**src/rtl/fetch_pkg.sv**
```systemverilog
// Shared types and constants for the fetch-stage sequencing controller.
package fetch_pkg;

  typedef enum logic [1:0] {
    INIT    = 2'd0,
    RUN     = 2'd1,
    MEMWAIT = 2'd2
  } fetch_state_t;

  localparam logic [31:0] NOP_INSTR        = 32'h0000_0000;
  localparam int          FETCH_REG_ADDR_W = 5;

endpackage

```
**src/rtl/load_use_detect.sv**
```systemverilog
// Flags a load in EX whose destination feeds either source of the instruction in ID.
module load_use_detect
  import fetch_pkg::*;
#(
  parameter int REG_ADDR_W = FETCH_REG_ADDR_W
) (
  input  logic                  id_ex_mem_read,
  input  logic [REG_ADDR_W-1:0] id_ex_rt,
  input  logic [REG_ADDR_W-1:0] if_id_rs,
  input  logic [REG_ADDR_W-1:0] if_id_rt,
  output logic                  hazard
);

  // Register 0 is hardwired, so a load into it never creates a dependency.
  assign hazard = id_ex_mem_read && (id_ex_rt != '0) &&
                  ((id_ex_rt == if_id_rs) || (id_ex_rt == if_id_rt));

endmodule

```
**src/rtl/fetch_ctrl.sv**
```systemverilog
// Fetch-side sequencing FSM: PC/IF-ID enables, bubble placement and perf counters.
module fetch_ctrl
  import fetch_pkg::*;
#(
  parameter int RESET_CYCLES = 2,
  parameter int REG_ADDR_W   = FETCH_REG_ADDR_W,
  parameter int CNT_W        = 16
) (
  input  logic                  clk,
  input  logic                  rst,
  input  logic                  ex_mem_pc_src,
  input  logic                  id_ex_mem_read,
  input  logic [REG_ADDR_W-1:0] id_ex_rt,
  input  logic [REG_ADDR_W-1:0] if_id_rs,
  input  logic [REG_ADDR_W-1:0] if_id_rt,
  input  logic                  imem_ready,
  output logic                  imem_req,
  output logic                  pc_we,
  output logic                  pc_sel,
  output logic                  if_id_we,
  output logic                  if_id_flush,
  output logic                  id_ex_flush,
  output logic                  ex_mem_flush,
  output logic [CNT_W-1:0]      stall_cnt,
  output logic [CNT_W-1:0]      flush_cnt
);

  localparam logic [3:0] INIT_LOAD = 4'(RESET_CYCLES);

  function automatic logic [CNT_W-1:0] sat_inc(input logic [CNT_W-1:0] v);
    return (&v) ? v : v + 1'b1;
  endfunction

  fetch_state_t     state_q, state_d;
  logic [3:0]       init_cnt_q, init_cnt_d;
  logic [CNT_W-1:0] stall_cnt_q, stall_cnt_d;
  logic [CNT_W-1:0] flush_cnt_q, flush_cnt_d;
  logic             hazard;

  load_use_detect #(.REG_ADDR_W(REG_ADDR_W)) u_load_use (
    .id_ex_mem_read (id_ex_mem_read),
    .id_ex_rt       (id_ex_rt),
    .if_id_rs       (if_id_rs),
    .if_id_rt       (if_id_rt),
    .hazard         (hazard)
  );

  always_ff @(posedge clk or posedge rst) begin
    if (rst) begin
      state_q     <= INIT;
      init_cnt_q  <= INIT_LOAD;
      stall_cnt_q <= '0;
      flush_cnt_q <= '0;
    end else begin
      state_q     <= state_d;
      init_cnt_q  <= init_cnt_d;
      stall_cnt_q <= stall_cnt_d;
      flush_cnt_q <= flush_cnt_d;
    end
  end

  always_comb begin
    state_d      = state_q;
    init_cnt_d   = init_cnt_q;
    stall_cnt_d  = stall_cnt_q;
    flush_cnt_d  = flush_cnt_q;
    imem_req     = 1'b0;
    pc_we        = 1'b0;
    pc_sel       = 1'b0;
    if_id_we     = 1'b0;
    if_id_flush  = 1'b0;
    id_ex_flush  = 1'b0;
    ex_mem_flush = 1'b0;

    case (state_q)
      INIT: begin
        // Pipeline is held full of bubbles until the start-up countdown expires.
        if_id_flush  = 1'b1;
        id_ex_flush  = 1'b1;
        ex_mem_flush = 1'b1;
        if (init_cnt_q <= 4'd1) begin
          init_cnt_d = 4'd0;
          state_d    = RUN;
        end else begin
          init_cnt_d = init_cnt_q - 4'd1;
        end
      end
      default: begin
        imem_req = 1'b1;
        // Priority: redirect, then memory wait, then load-use, then normal advance.
        if (ex_mem_pc_src) begin
          pc_we        = 1'b1;
          pc_sel       = 1'b1;
          if_id_we     = 1'b1;
          if_id_flush  = 1'b1;
          id_ex_flush  = 1'b1;
          ex_mem_flush = 1'b1;
          flush_cnt_d  = sat_inc(flush_cnt_q);
          state_d      = RUN;
        end else if (!imem_ready) begin
          if_id_we    = 1'b1;
          if_id_flush = 1'b1;
          stall_cnt_d = sat_inc(stall_cnt_q);
          state_d     = MEMWAIT;
        end else if (hazard) begin
          id_ex_flush = 1'b1;
          stall_cnt_d = sat_inc(stall_cnt_q);
          state_d     = RUN;
        end else begin
          pc_we    = 1'b1;
          if_id_we = 1'b1;
          state_d  = RUN;
        end
      end
    endcase
  end

  assign stall_cnt = stall_cnt_q;
  assign flush_cnt = flush_cnt_q;

endmodule

```
**config.mk**
```make
export PLATFORM = sky130hd
export DESIGN_NAME = fetch_ctrl
export DESIGN_NICKNAME = d
export VERILOG_FILES = /design/src/rtl/fetch_pkg.sv /design/src/rtl/load_use_detect.sv /design/src/rtl/fetch_ctrl.sv
export SDC_FILE = /design/constraint.sdc
export NUM_CORES = 1
export LEC_CHECK = 0
export ABC_AREA = 1
export CAP_MARGIN = 20
export CORE_UTILIZATION = 45
export CTS_CLUSTER_DIAMETER = 40
export CTS_CLUSTER_SIZE = 12
export DETAILED_ROUTE_END_ITERATION = 10
export GPL_ROUTABILITY_DRIVEN = 1
export GPL_TIMING_DRIVEN = 0
export PLACE_DENSITY_LB_ADDON = 0.1
export SETUP_SLACK_MARGIN = 0.4
export SYNTH_ARGS = -nofsm -noshare
export SYNTH_HDL_FRONTEND = slang
export SYNTH_SLANG_ARGS = --single-unit
```
**constraint.sdc**
```tcl
create_clock -name clk -period 1.96 [get_ports clk]
set_input_delay 0.588 -clock clk [delete_from_list [all_inputs] [get_ports clk]]
set_output_delay 0.588 -clock clk [all_outputs]
set_load 0.03 [all_outputs]
```
# == Word-level counts from Yosys, hierarchy flattened ==
# Index checks and enable logic that the tools add are counted.
# totals
regBits,38
inputBits,20
# classes
addsub,3
order_cmp,1
eq_ne,4
muxes,26
bitwise_logic,3
n_reduce_logical,9
# op_table
op,count
16-bit 2-to-1 mux,3
"16-bit by 1-bit adder with 16-bit output, second input constant",2
16-bit AND reduction,2
1-bit 2-to-1 mux,18
5-bit equality test,2
2-bit 2-to-1 mux,4
3-bit AND reduction,2
5-bit nonzero test,1
"4-bit by 1-bit <= comparator with 1-bit output, second input constant",1
4-bit 2-to-1 mux,1
"4-bit by 1-bit subtractor with 4-bit output, second input constant",1
1-bit inverter,3
1-bit logical AND,2
2-bit logical NOT,1
"2-bit by 1-bit != test with 1-bit output, second input constant",1
"2-bit != test, second input constant",1
1-bit logical OR,1

# == Logic depth before layout (Yosys ltp) ==
# depth
word_depth,7
ltp_mapped,12

# == Cells and area by module ==
# A second synthesis with hierarchy kept.
# hier_totals
hier_cells,375
hier_area_um2,2606.2
# modules_own_cells
module,n_inst,cells_per_inst,area_per_inst_um2,seq_area_each_um2
fetch_ctrl,1,330,2411.1,952.2
load_use_detect,1,45,195.2,0.0

# == Least setup slack after synthesis ==
# Ideal clock, no wire load.
# synth_timing
kind,input to output
start,input port id_ex_rt[2]
end,output port pc_we
arrival_ns,1.824
required_time_ns,1.372
path_slack_ns,-0.452
path_stages,8
path_cell_list,inv_2 -> nand4_1 -> o21ai_0 -> inv_1 -> nand2_1 -> nand2_2 -> buf_2 -> a21oi_1
# synth_between
elab_chain_len,7
# synth_rtl
item,line_no,source
start: declaration,fetch_ctrl.sv:13,"input logic [REG_ADDR_W-1:0] id_ex_rt,"
5-bit equality test or 5-bit nonzero test (tied branches),"load_use_detect.sv:16, load_use_detect.sv:15",
1-bit logical OR or 1-bit logical AND (tied branches),"load_use_detect.sv:16, load_use_detect.sv:15",
1-bit logical AND *,load_use_detect.sv:15,assign hazard = id_ex_mem_read && (id_ex_rt != '0) &&
1-bit 2-to-1 mux *,fetch_ctrl.sv:105,end else if (hazard) begin
1-bit 2-to-1 mux *,fetch_ctrl.sv:100,end else if (!imem_ready) begin
1-bit 2-to-1 mux *,fetch_ctrl.sv:91,if (ex_mem_pc_src) begin
1-bit 2-to-1 mux *,fetch_ctrl.sv:75,case (state_q)
end: declaration,fetch_ctrl.sv:18,"output logic pc_we,"
# Mark *: on every way between the ends. The rest lies on a longest branch, timed or not.

# == Worst setup path in the final report ==
# layout_timing
start,input port if_id_rt[4]
end,output port pc_we
# layout_between
elab_chain_len,7
# layout_rtl
item,line_no,source
start: declaration,fetch_ctrl.sv:15,"input logic [REG_ADDR_W-1:0] if_id_rt,"
5-bit equality test,load_use_detect.sv:16,((id_ex_rt == if_id_rs) || (id_ex_rt == if_id_rt));
1-bit logical OR,load_use_detect.sv:16,
1-bit logical AND,load_use_detect.sv:15,
1-bit 2-to-1 mux,fetch_ctrl.sv:105,
1-bit 2-to-1 mux,fetch_ctrl.sv:100,
1-bit 2-to-1 mux,fetch_ctrl.sv:91,
1-bit 2-to-1 mux,fetch_ctrl.sv:75,
# Every way passes these cells.

==> results.py <==
metrics = {
    "place": {
        "place_inst": 460,
        "routabilityCongestion": 0.8555,
        "portBuffers": 58,
        "place_area_um2": 3218,
        "place_ws_ns": -1.329,
        "dp_hpwl_um": 4320,
    },
    "global_routing": {
        "grt_max_degree": 39,
        "grt_pass1_wl_um": 10240,
        "grtUsageTotal": 0.2378,
        "gr-total-overflow": 0,
        "first_global_vias": 2305,
        "antenna_found_initial": 0,
    },
    "critical_path": {
        "max_stage_delay_ns": 0.18,
        "crit_path_start_kind": "input port",
        "cp_cell_sequence": "clkdlybuf4s15_1, xnor2_1, nand3_1, nand2_1, nand2_2, nand2_4, buf_8, a21oi_4, buf_6",
        "critPathCaptureType": "output pin",
        "arrival_ns": 1.64,
        "reg2reg_setup_slack_ns": 0.22,
        "worst_r2r_path_depth": 13,
        "r2r_end": "stall_cnt[11]",
        "crit_family": "buffers and inverters",
        "reg2reg_from": "stall_cnt[1]",
        "required_ns": 1.37,
        "crit_type": "input port to output pin",
        "crit_fanout": 3,
        "crit_slowest_cell": "clkdlybuf4s15_1",
        "path_buf_inv": 3,
    },
    "layout": {
        "n_antenna_cell": 0,
        "area_growth_pct": 57.38,
        "nets": 463,
        "nFillCells": 420,
        "layoutNonFillerInstCount": 510,
        "fin_area_um2": 3802,
        "finish.utilization": 0.7398,
        "drive_gt1_frac": 0.4409,
    },
    "synthesis": {
        "synth_nets": 356,
        "yosys_warnings": 0,
        "seq_area_frac_synth": 0.3941,
        "synthCells": 332,
        "yosys.area.top_type_share": 0.3832,
        "async_reset_ff_frac": 1.000,
        "yosys.area.top_type": "dfrtp_1",
        "synth.distinct_cells": 30,
        "synth-edff-count": 0,
        "synth_ff_type": "dfrtp_1",
        "yosysMostFrequentCell": "nand2_1",
        "ys_seq_elements": 38,
        "yosys-top-cells-area": "dfrtp_1 (38%), nand2_1 (17%), xor2_1 (6.2%)",
        "postSynthAreaPerCell_um2": 7.277,
        "netlist_area_um2": 2416,
        "synth.top_cells.by_count": "nand2_1 (110), dfrtp_1 (37), inv_1 (37)",
    },
    "clocking": {
        "worstSkewPairLatency_ns": 0.29,
        "htreeDepth": 2,
        "cts_buffers": 5,
        "path_clk_slew_ns": 0.07,
        "tritoncts": "yes",
        "clockBufferDepth": 2,
        "cts-hold-fix-buffers": 0,
        "root_buffer": "clkbuf_8",
        "cts.sinks": 38,
    },
    "floorplan": {
        "fp-row-count": 26,
        "die_h_um": 75.28,
        "die_x_um": 75.28,
        "io-pin-count": 59,
        "coreArea_um2": 5140,
        "initial_core_util": 0.4701,
        "dieArea_um2": 5666,
    },
    "timing": {
        "slew_headroom": 0.4663,
        "drv_slew": 0,
        "final_hold_viol_count": 0,
        "max_freq_ghz": 0.4492,
        "tightest_slew_ns": 0.7995,
        "finalSetupViolCount": 3,
        "skew_ns": 0.002034,
        "min_period_over_period": 1.136,
        "setup_slack_ns": -0.2663,
        "period_minus_slack_ns": 2.226,
        "rsz0062_at_grt": "true",
    },
    "worst_hold_path": {
        "worstHoldPathType": "flip-flop to flip-flop",
        "whs_path_depth": 1,
        "worstHoldEndpoint": "init_cnt_q[0]",
        "min_from": "init_cnt_q[0]",
    },
    "route": {
        "wl_per_cell_um": 13.28,
        "vias_per_cell": 4.969,
        "ant_nets": 0,
        "routed_wl_um": 6775,
        "num_vias": 2534,
        "detail_route.first_pass.iterations": 4,
        "drt_iter0_markers": 154,
        "drc": 0,
    },
    "status": {
        "status": "finished, violations left",
        "violations": "setup timing",
    },
    "power": {
        "power_density_nw_per_um2": 1046,
        "power.total_mw": 3.976,
        "leakage_nw": 1.843,
        "peakVddDrop_mv": 0.9635,
    },
    "flow_run": {
        "drv_cap": 0,
    },
}
logic make-up (layout without fill, tap and decap cells):
| family | Yosys count | in the layout | share of synthesized area |
|---|---|---|---|
| buf+inv | 48 | 156 | 0.08441 |
| fa+ha+maj | 4 | 4 | 0.02072 |
| compound gates | 21 | 21 | 0.04661 |
| flops | 38 | 38 | 0.3941 |
| simple gates | 193 | 193 | 0.3527 |
| xor+xnor | 28 | 28 | 0.1015 |
cell type report:
type,instances,area [um^2],area share
inverter,43,183.9,0.04837
sequential,38,974.7,0.2563
clock inverter,1,5.005,0.001316
timing repair buffer,100,887.1,0.2333
tap,70,87.58,0.02303
multi-input combinational,246,1503,0.3952
buffer,5,75.07,0.01974
clock buffer,7,86.33,0.02270
power breakdown:
part           switching [mW]  internal [mW]
Sequential              0.223          0.996
Combinational            1.19           1.00
Clock                   0.278          0.284
Total                    1.69           2.28
how the worst max path moves through the flow:
stage / slack [ns] / start / depth (start not counted) / end
after CTS: -0.25 / id_ex_rt[0] / 12 / pc_we
after global placement: -1.30 / id_ex_rt[0] / 11 / pc_we
after detailed placement: -1.33 / id_ex_rt[0] / 11 / pc_we
after floorplan: -0.10 / if_id_rt[0] / 10 / pc_we
final: -0.27 / if_id_rt[4] / 9 / pc_we
after global routing: -0.33 / id_ex_rt[3] / 12 / pc_we
sequential cells by signal, summed over array words and instances, names as in the netlist:
name,count
state_q,2
stall_cnt,16
flush_cnt,16
init_cnt_q,4
per-stage QoR:
stage / hold WS [ns] / TNS [ns]
after detailed placement: 0.5206 / -9.860
after floorplan: 0.4853 / -0.1989
after global routing: 0.5356 / -0.7812
final: 0.5132 / -0.5788
after CTS: 0.5345 / -0.5546
after global placement: 0.5118 / -21.50
layout by cell type (no fill, tap or decap), types with 3 or more instances in the layout:
cell type  count
buf_4         32
nor2_1        21
nand3_2       11
nand3b_1       3
xor2_1        17
nand3_1       17
nand4_1        6
inv_1         29
o21ai_0        3
a21oi_1        3
buf_6         23
dfrtp_2       18
clkbuf_8       6
buf_8         10
dfrtp_1       19
o21ai_1        6
o22ai_1        3
nor3_1         6
nand2_1       93
nand2_2       18
clkbuf_4      11
buf_2         21
inv_2          9
inv_6          3
xnor2_1       10
nor2_4         8
timing repair:
action	4_1_cts	5_1_grt
cloned	1	2
gates resized for setup	311	73
endpoints found under the setup margin	69	56
setup buffers	19	20
pin swaps	32	35
layer usage:
metal / GRT usage / routed length (um)
met1: 0.2953 / 2839
met2: 0.4324 / 3607
met3: 0.04150 / 292
met4: 0.05144 / 36
met5: 0 / 0
(Power assumes the default switching activity.)
